**src/rtl/writeback_stage.sv**
```systemverilog
// Writeback stage: selects and extends MEM results, merges MDU completions through a
// small holding FIFO, and drives the registered register-file write port.
module writeback_stage #(
  parameter int FIFO_DEPTH = 2
) (
  input  logic        clk,
  input  logic        rst_n,
  input  logic        mem_valid,
  input  logic        mem_RegWrite,
  input  logic [4:0]  mem_rd,
  input  logic [1:0]  mem_ResultSrc,
  input  logic [31:0] mem_alu_result,
  input  logic [31:0] mem_pc_plus4,
  input  logic [31:0] mem_load_data,
  input  logic [2:0]  mem_funct3,
  output logic        wb_hold,
  input  logic        mdu_valid,
  input  logic [4:0]  mdu_rd,
  input  logic [31:0] mdu_result,
  output logic        mdu_ready,
  output logic        RegWrite,
  output logic [4:0]  rd,
  output logic [31:0] rd_write_data
);

  localparam int PTR_W = (FIFO_DEPTH > 1) ? $clog2(FIFO_DEPTH) : 1;
  localparam int CNT_W = PTR_W + 1;
  localparam logic [CNT_W-1:0] DEPTH_C = CNT_W'(FIFO_DEPTH);

  // FIFO state
  logic [4:0]       fifo_rd_q   [FIFO_DEPTH];
  logic [31:0]      fifo_data_q [FIFO_DEPTH];
  logic [PTR_W-1:0] wr_ptr_q, wr_ptr_d;
  logic [PTR_W-1:0] rd_ptr_q, rd_ptr_d;
  logic [CNT_W-1:0] count_q, count_d;

  // Output port state
  logic        reg_write_q, reg_write_d;
  logic [4:0]  rd_q, rd_d;
  logic [31:0] wdata_q, wdata_d;

  logic        pwr;
  logic        fifo_full;
  logic        fifo_empty;
  logic        push;
  logic        pop;
  logic        hold;
  logic [31:0] load_value;
  logic [31:0] pipe_value;
  logic [7:0]  ld_byte;
  logic [15:0] ld_half;

  assign pwr        = mem_valid && mem_RegWrite && (mem_rd != 5'd0);
  assign fifo_full  = (count_q == DEPTH_C);
  assign fifo_empty = (count_q == '0);
  assign mdu_ready  = !fifo_full;
  // rd = 0 results complete the handshake but are dropped here
  assign push       = mdu_valid && !fifo_full && (mdu_rd != 5'd0);

  // Load extraction from the aligned word using the low address bits
  always_comb begin
    ld_byte = mem_load_data[7:0];
    case (mem_alu_result[1:0])
      2'd0: ld_byte = mem_load_data[7:0];
      2'd1: ld_byte = mem_load_data[15:8];
      2'd2: ld_byte = mem_load_data[23:16];
      2'd3: ld_byte = mem_load_data[31:24];
      default: ld_byte = mem_load_data[7:0];
    endcase
    ld_half = mem_alu_result[1] ? mem_load_data[31:16] : mem_load_data[15:0];
    case (mem_funct3)
      3'b000:  load_value = {{24{ld_byte[7]}}, ld_byte};
      3'b100:  load_value = {24'd0, ld_byte};
      3'b001:  load_value = {{16{ld_half[15]}}, ld_half};
      3'b101:  load_value = {16'd0, ld_half};
      default: load_value = mem_load_data;
    endcase
  end

  always_comb begin
    case (mem_ResultSrc)
      2'd1:    pipe_value = load_value;
      2'd2:    pipe_value = mem_pc_plus4;
      default: pipe_value = mem_alu_result;
    endcase
  end

  // Write-port arbitration: a full FIFO drains first, otherwise the pipeline wins
  always_comb begin
    pop         = 1'b0;
    hold        = 1'b0;
    reg_write_d = 1'b0;
    rd_d        = rd_q;
    wdata_d     = wdata_q;
    if (fifo_full) begin
      pop         = 1'b1;
      hold        = pwr;
      reg_write_d = 1'b1;
      rd_d        = fifo_rd_q[rd_ptr_q];
      wdata_d     = fifo_data_q[rd_ptr_q];
    end else if (pwr) begin
      reg_write_d = 1'b1;
      rd_d        = mem_rd;
      wdata_d     = pipe_value;
    end else if (!fifo_empty) begin
      pop         = 1'b1;
      reg_write_d = 1'b1;
      rd_d        = fifo_rd_q[rd_ptr_q];
      wdata_d     = fifo_data_q[rd_ptr_q];
    end
  end

  assign wb_hold = hold;

  always_comb begin
    wr_ptr_d = push ? wr_ptr_q + PTR_W'(1) : wr_ptr_q;
    rd_ptr_d = pop  ? rd_ptr_q + PTR_W'(1) : rd_ptr_q;
    count_d  = count_q + CNT_W'(push) - CNT_W'(pop);
  end

  // Entry storage carries no reset; validity is tracked by count and pointers
  always_ff @(posedge clk) begin
    if (push) begin
      fifo_rd_q[wr_ptr_q]   <= mdu_rd;
      fifo_data_q[wr_ptr_q] <= mdu_result;
    end
  end

  always_ff @(posedge clk or negedge rst_n) begin
    if (!rst_n) begin
      wr_ptr_q    <= '0;
      rd_ptr_q    <= '0;
      count_q     <= '0;
      reg_write_q <= 1'b0;
      rd_q        <= 5'd0;
      wdata_q     <= 32'd0;
    end else begin
      wr_ptr_q    <= wr_ptr_d;
      rd_ptr_q    <= rd_ptr_d;
      count_q     <= count_d;
      reg_write_q <= reg_write_d;
      rd_q        <= rd_d;
      wdata_q     <= wdata_d;
    end
  end

  assign RegWrite      = reg_write_q;
  assign rd            = rd_q;
  assign rd_write_data = wdata_q;

endmodule

```
**config.mk**
```make
export PLATFORM = sky130hd
export DESIGN_NAME = writeback_stage
export DESIGN_NICKNAME = d
export VERILOG_FILES = /design/src/rtl/writeback_stage.sv
export SDC_FILE = /design/constraint.sdc
export NUM_CORES = 1
export LEC_CHECK = 0
export CORE_ASPECT_RATIO = 1.4
export CORE_MARGIN = 3
export CORE_UTILIZATION = 42
export DETAILED_ROUTE_END_ITERATION = 8
export PLACE_DENSITY = 0.84
export SYNTH_ARGS = -nofsm -noshare
export SYNTH_HDL_FRONTEND = slang
export SYNTH_SLANG_ARGS = --single-unit
```
**constraint.sdc**
```tcl
create_clock -name clk -period 8.75 [get_ports clk]
set_input_delay 0.875 -clock clk [delete_from_list [all_inputs] [get_ports clk]]
set_output_delay 0.875 -clock clk [all_outputs]
set_load 0.005 [all_outputs]
```
After elaboration in Yosys (flattened, before gate mapping)
Memory sizes are Yosys's and may differ from the RTL's. Cells that the tools add are included.

Flip-flop bits (word level): 42. Memory bits (writable): 74. Input port bits: 148. Output and inout port bits: 40. Word-level logic and storage cells: 50. Memories: 2.

$add $sub $neg: 4. Eq/ne operators: 10. Muxes and demuxes: 18. Reduce and logical (&&, ||, !) cells: 10.

Memory list: fifo_data_q (words 2, width 32, rd ports 1, clocked after Yosys merged registers in 0, wr ports 1, RTL line 32) `logic [31:0] fifo_data_q [FIFO_DEPTH];`; fifo_rd_q (words 2, width 5, rd ports 1, clocked after Yosys merged registers in 0, wr ports 1, RTL line 31) `logic [4:0] fifo_rd_q [FIFO_DEPTH];`.

Operators by type and width (number): 32-bit case mux with 4 select lines (1); 32-bit two-way mux (3); 32-bit case mux with 2 select lines (1); 8-bit case mux with 4 select lines (1); 16-bit two-way mux (1); 5-bit two-way mux (3); 5-bit nonzero test (2); 2-bit == test (second input constant) (4); 1-bit two-way mux (8); 3-bit == test (second input constant) (2); 2-bit by 1-bit == test with 1-bit output (second input constant) (2); 1-bit logical AND (4); 2-bit logical NOT (2); 3-bit by 1-bit == test with 1-bit output (second input constant) (1); 3-bit logical NOT (1); 3-bit != test (second input constant) (1); 1-bit adder (second input constant) (2); 2-bit by 1-bit adder with 2-bit output (1); 2-bit by 1-bit subtractor with 2-bit output (1); 1-bit logical NOT (1).

Logic depth before layout (Yosys ltp)
Word-level depth: 6. Depth in mapped cells: 9. Depth with buffers taken out: 8.

Least setup slack after synthesis
OpenSTA, ideal clock, no wires.

Kind: in2reg. From: input port mdu_rd[3]. To: memory fifo_data_q[0][0] (enable). Arrival time: 2.707 ns. Data required time: 8.319 ns. Path slack: 5.612 ns. Cell stages on the path: 3. Cells stage by stage: or4_1 -> o211ai_1 -> nor2_1.

Longest elaborated chain between the ends: 4.

RTL lines: start: declaration (RTL line 18) `input logic [4:0] mdu_rd,`; 5-bit nonzero test (RTL line 58) `assign push = mdu_valid && !fifo_full && (mdu_rd != 5'd0);`; 1-bit logical AND (RTL line 58); 1-bit two-way mux (RTL line 123) `if (push) begin`; 1-bit two-way mux (implied by the code) (RTL line 125) `fifo_data_q[wr_ptr_q] <= mdu_result;`; end: declaration (RTL line 32).

No other way between the ends.

Worst setup path after layout
From: register count_q[1]. To: output port wb_hold.

Longest elaborated chain between the ends: 2.

RTL lines: start: declaration (RTL line 35) `logic [CNT_W-1:0] count_q, count_d;`; start signal: assignment (RTL line 140) `count_q <= count_d;`; 2-bit == test (RTL line 54) `assign fifo_full = (count_q == DEPTH_C);`; 1-bit two-way mux (RTL line 95) `if (fifo_full) begin`; end: declaration (RTL line 16) `output logic wb_hold,`.

No other way between the ends.

==> impl_metrics.json <==
{
  "status": "finished clean",
  "grt_max_degree": 47,
  "routed_wl_um": 21900,
  "tns_ns": 0,
  "netlist_area_um2": 6270,
  "synth_top_flop_cell": "edfxtp_1",
  "cpMaxStageDelayCell": "dfrtp_1",
  "synth_cell_types": 55,
  "hold_path_class": "reg2reg",
  "synth_cells": 561,
  "synth_top_area_share_pct": 35.5,
  "grt_overflow": 0,
  "cp_num_buf_inv": 2,
  "intPower_mw": 1.73,
  "max_freq_mhz": 281,
  "p_leak_nw": 3.19,
  "route.detailed.drc": 0,
  "powerDensity_nw_per_um2": 295,
  "pwr-share-comb_pct": 37.4,
  "crit_family": "flip-flops",
  "drt_iter0_markers": 440,
  "core_um2": 14500,
  "end_kind": "output port",
  "grt_pass1_vias": 5815,
  "yosysMostFrequentCell": "edfxtp_1",
  "required_ns": 7.88,
  "routabilityCongestion": 0.897,
  "dr.pass1.iters": 6,
  "syn_avg_cell_area_um2": 11.2,
  "synth_commonest_cells": "74 x edfxtp_1, 42 x dfrtp_1, 38 x clkbuf_1",
  "utilization_pct": 61.0,
  "placed_cells": 895,
  "yosys_warnings": 0,
  "rows": 52,
  "clockBufferDepth": 2,
  "clkTransAtPathRegs_ns": 0.06,
  "synth_nets": 713,
  "synth_async_sr_flop_share_pct": 36.2,
  "grt_pass1_wl_um": 32100,
  "nFillCells": 1148,
  "critPathMaxStageDelay_ns": 0.89,
  "switchingPower_mw": 0.883,
  "vias": 5793,
  "max_cap_violations": 0,
  "pwr-share-clk_pct": 26.7,
  "final-hold-violation-count": 0,
  "drive_gt1_share_pct": 8.54,
  "skew_ns": 0.00757,
  "ys_seq_elements": 116,
  "cts_tree": "yes",
  "final_antenna_net_count": 0,
  "cts-root-buf": "clkbuf_16",
  "cp-start-kind": "register",
  "slew_viol_final": 0,
  "seqPwrFrac_pct": 35.8,
  "synth_top_area_cell": "edfxtp_1",
  "ir_drop_v": 0.000188,
  "synthTopCellsByArea": "edfxtp_1 35%, dfrtp_1 17%, mux2i_1 5.3%, a31oi_1 3.0%, a22o_1 2.8%",
  "syn2layout_area_growth_pct": 41.2,
  "die-area_um2": 16400,
  "start_util_pct": 43.2,
  "fin_crit_sh_pct": 40.6,
  "track_usage_pct": 26.2,
  "tightest_slew_ns": 1.20,
  "worstPathArrival_ns": 2.68,
  "rsz0062_at_grt": "no",
  "place_hpwl_um": 15500,
  "antenna_found_initial": 1,
  "die_w_um": 109,
  "holdWs_ns": 0.507,
  "fin_crit_ns": 3.56,
  "synth-seq-area-share_pct": 52.2,
  "crit_type": "reg2out",
  "clk_latency_ns": 0.41,
  "vias_per_cell": 6.24,
  "hold_buffers": 0,
  "io_buffers": 187,
  "cts_sinks": 116,
  "setup_viol": 0,
  "post_cts_buffers": 0,
  "relSlewSlack_pct": 19.8,
  "tritoncts.num_buffers": 17,
  "synth_edf_count": 74,
  "crit_fanout": 27,
  "fin_nets": 877,
  "cts_resized": 0,
  "htree_levels": 4,
  "die_height_um": 151,
  "pin_count": 188,
  "instances_no_fill": 928,
  "avgRoutedWirePerCell_um": 23.6,
  "switching_share_pct": 33.8,
  "path_cells": "nor2b_1, clkinv_1, nor2_1, clkdlybuf4s50_1"
}
[flip-flops by register name, summed over array words and instances, names as in the netlist]
register	flops
fifo_data_q	64
rd_ptr_q	1
count_q	2
rd_write_data	32
rd	5
wr_ptr_q	1
RegWrite	1
fifo_rd_q	10
[per-layer routing]
metal / track usage (%) / vias up / wire, um / part of all wire, %
met3: 4.38 / 53 / 1730 / 7.9
met2: 44.8 / 348 / 11100 / 51
li1: - / 2580 / - / -
met4: 12.3 / 0 / 945 / 4.3
met5: 0 / - / 0 / 0
met1: 32.2 / 2812 / 8160 / 37
[metrics by stage]
stage	power, mW	cell area, um^2	worst slack, ns
2_1_floorplan	1.44	6270	5.61
3_3_place_gp	1.87	8250	5.08
3_5_place_dp	1.91	8250	4.97
4_1_cts	2.61	8850	5.23
5_1_grt	2.74	8850	5.06
6_report	2.61	8850	5.19
[final cells by class]
| class | instances | area [um^2] | share of cell area (%) |
|---|---|---|---|
| inverters | 14 | 52.6 | 0.594 |
| well taps | 189 | 236 | 2.67 |
| diodes | 1 | 2.50 | 0.0283 |
| clock inverters | 14 | 163 | 1.84 |
| flip-flops and latches | 116 | 3270 | 37.0 |
| multi-input cells | 380 | 2760 | 31.2 |
| clock buffers | 18 | 429 | 4.85 |
| repair buffers | 196 | 1930 | 21.9 |
[logic make-up after synthesis]
group	Yosys count	synth area share [%]
mux	47	7.97
fa+ha+maj	4	0.799
simple gates	95	7.51
compound gates	230	26.8
flops	116	52.2
xor+xnor	4	0.559
buf+inv	65	4.15
[final timing paths]
path	from	end	slack, ns	cells past startpoint
worst max-delay path	count_q[1]	wb_hold	5.19	4
worst min-delay path	rd_write_data[2]	rd_write_data[2]	0.51	2
worst max register to register	count_q[1]	fifo_data_q[0][16]	5.82	4
worst min register to register	rd_write_data[2]	rd_write_data[2]	0.51	2
max in group asynchronous	rst_n	rd_ptr_q	7.40	1
min in group asynchronous	rst_n	rd[1]	0.64	1
[power groups by stage]
stage / sequential [mW] / clock, mW / combinational, mW
floorplan: 0.860 / 0 / 0.585
global placement: 0.937 / 0 / 0.935
detailed placement: 0.942 / 0 / 0.968
CTS: 0.935 / 0.701 / 0.973
global route: 0.954 / 0.730 / 1.05
finish: 0.936 / 0.698 / 0.978
[layout by cell type, fill, tap and decap left out, types with 15 or more instances in the layout]
master             n
clkdlybuf4s50_1  186
mux2i_1           33
o22ai_1           17
o21ai_0           30
dfrtp_1           41
o21a_1            16
clkbuf_16         17
nor2_1            28
edfxtp_1          74
a21oi_1           16
a22o_1            20
a31oi_1           30
nand2_1           15
[worst register-to-register path, cell delays in order (launching register included)]
cell	delay, ns
dfrtp_1	0.69
nor2b_1	0.31
clkinv_1	0.19
o211ai_1	0.33
nor2_4	1.01
(Power assumes the default switching activity.)
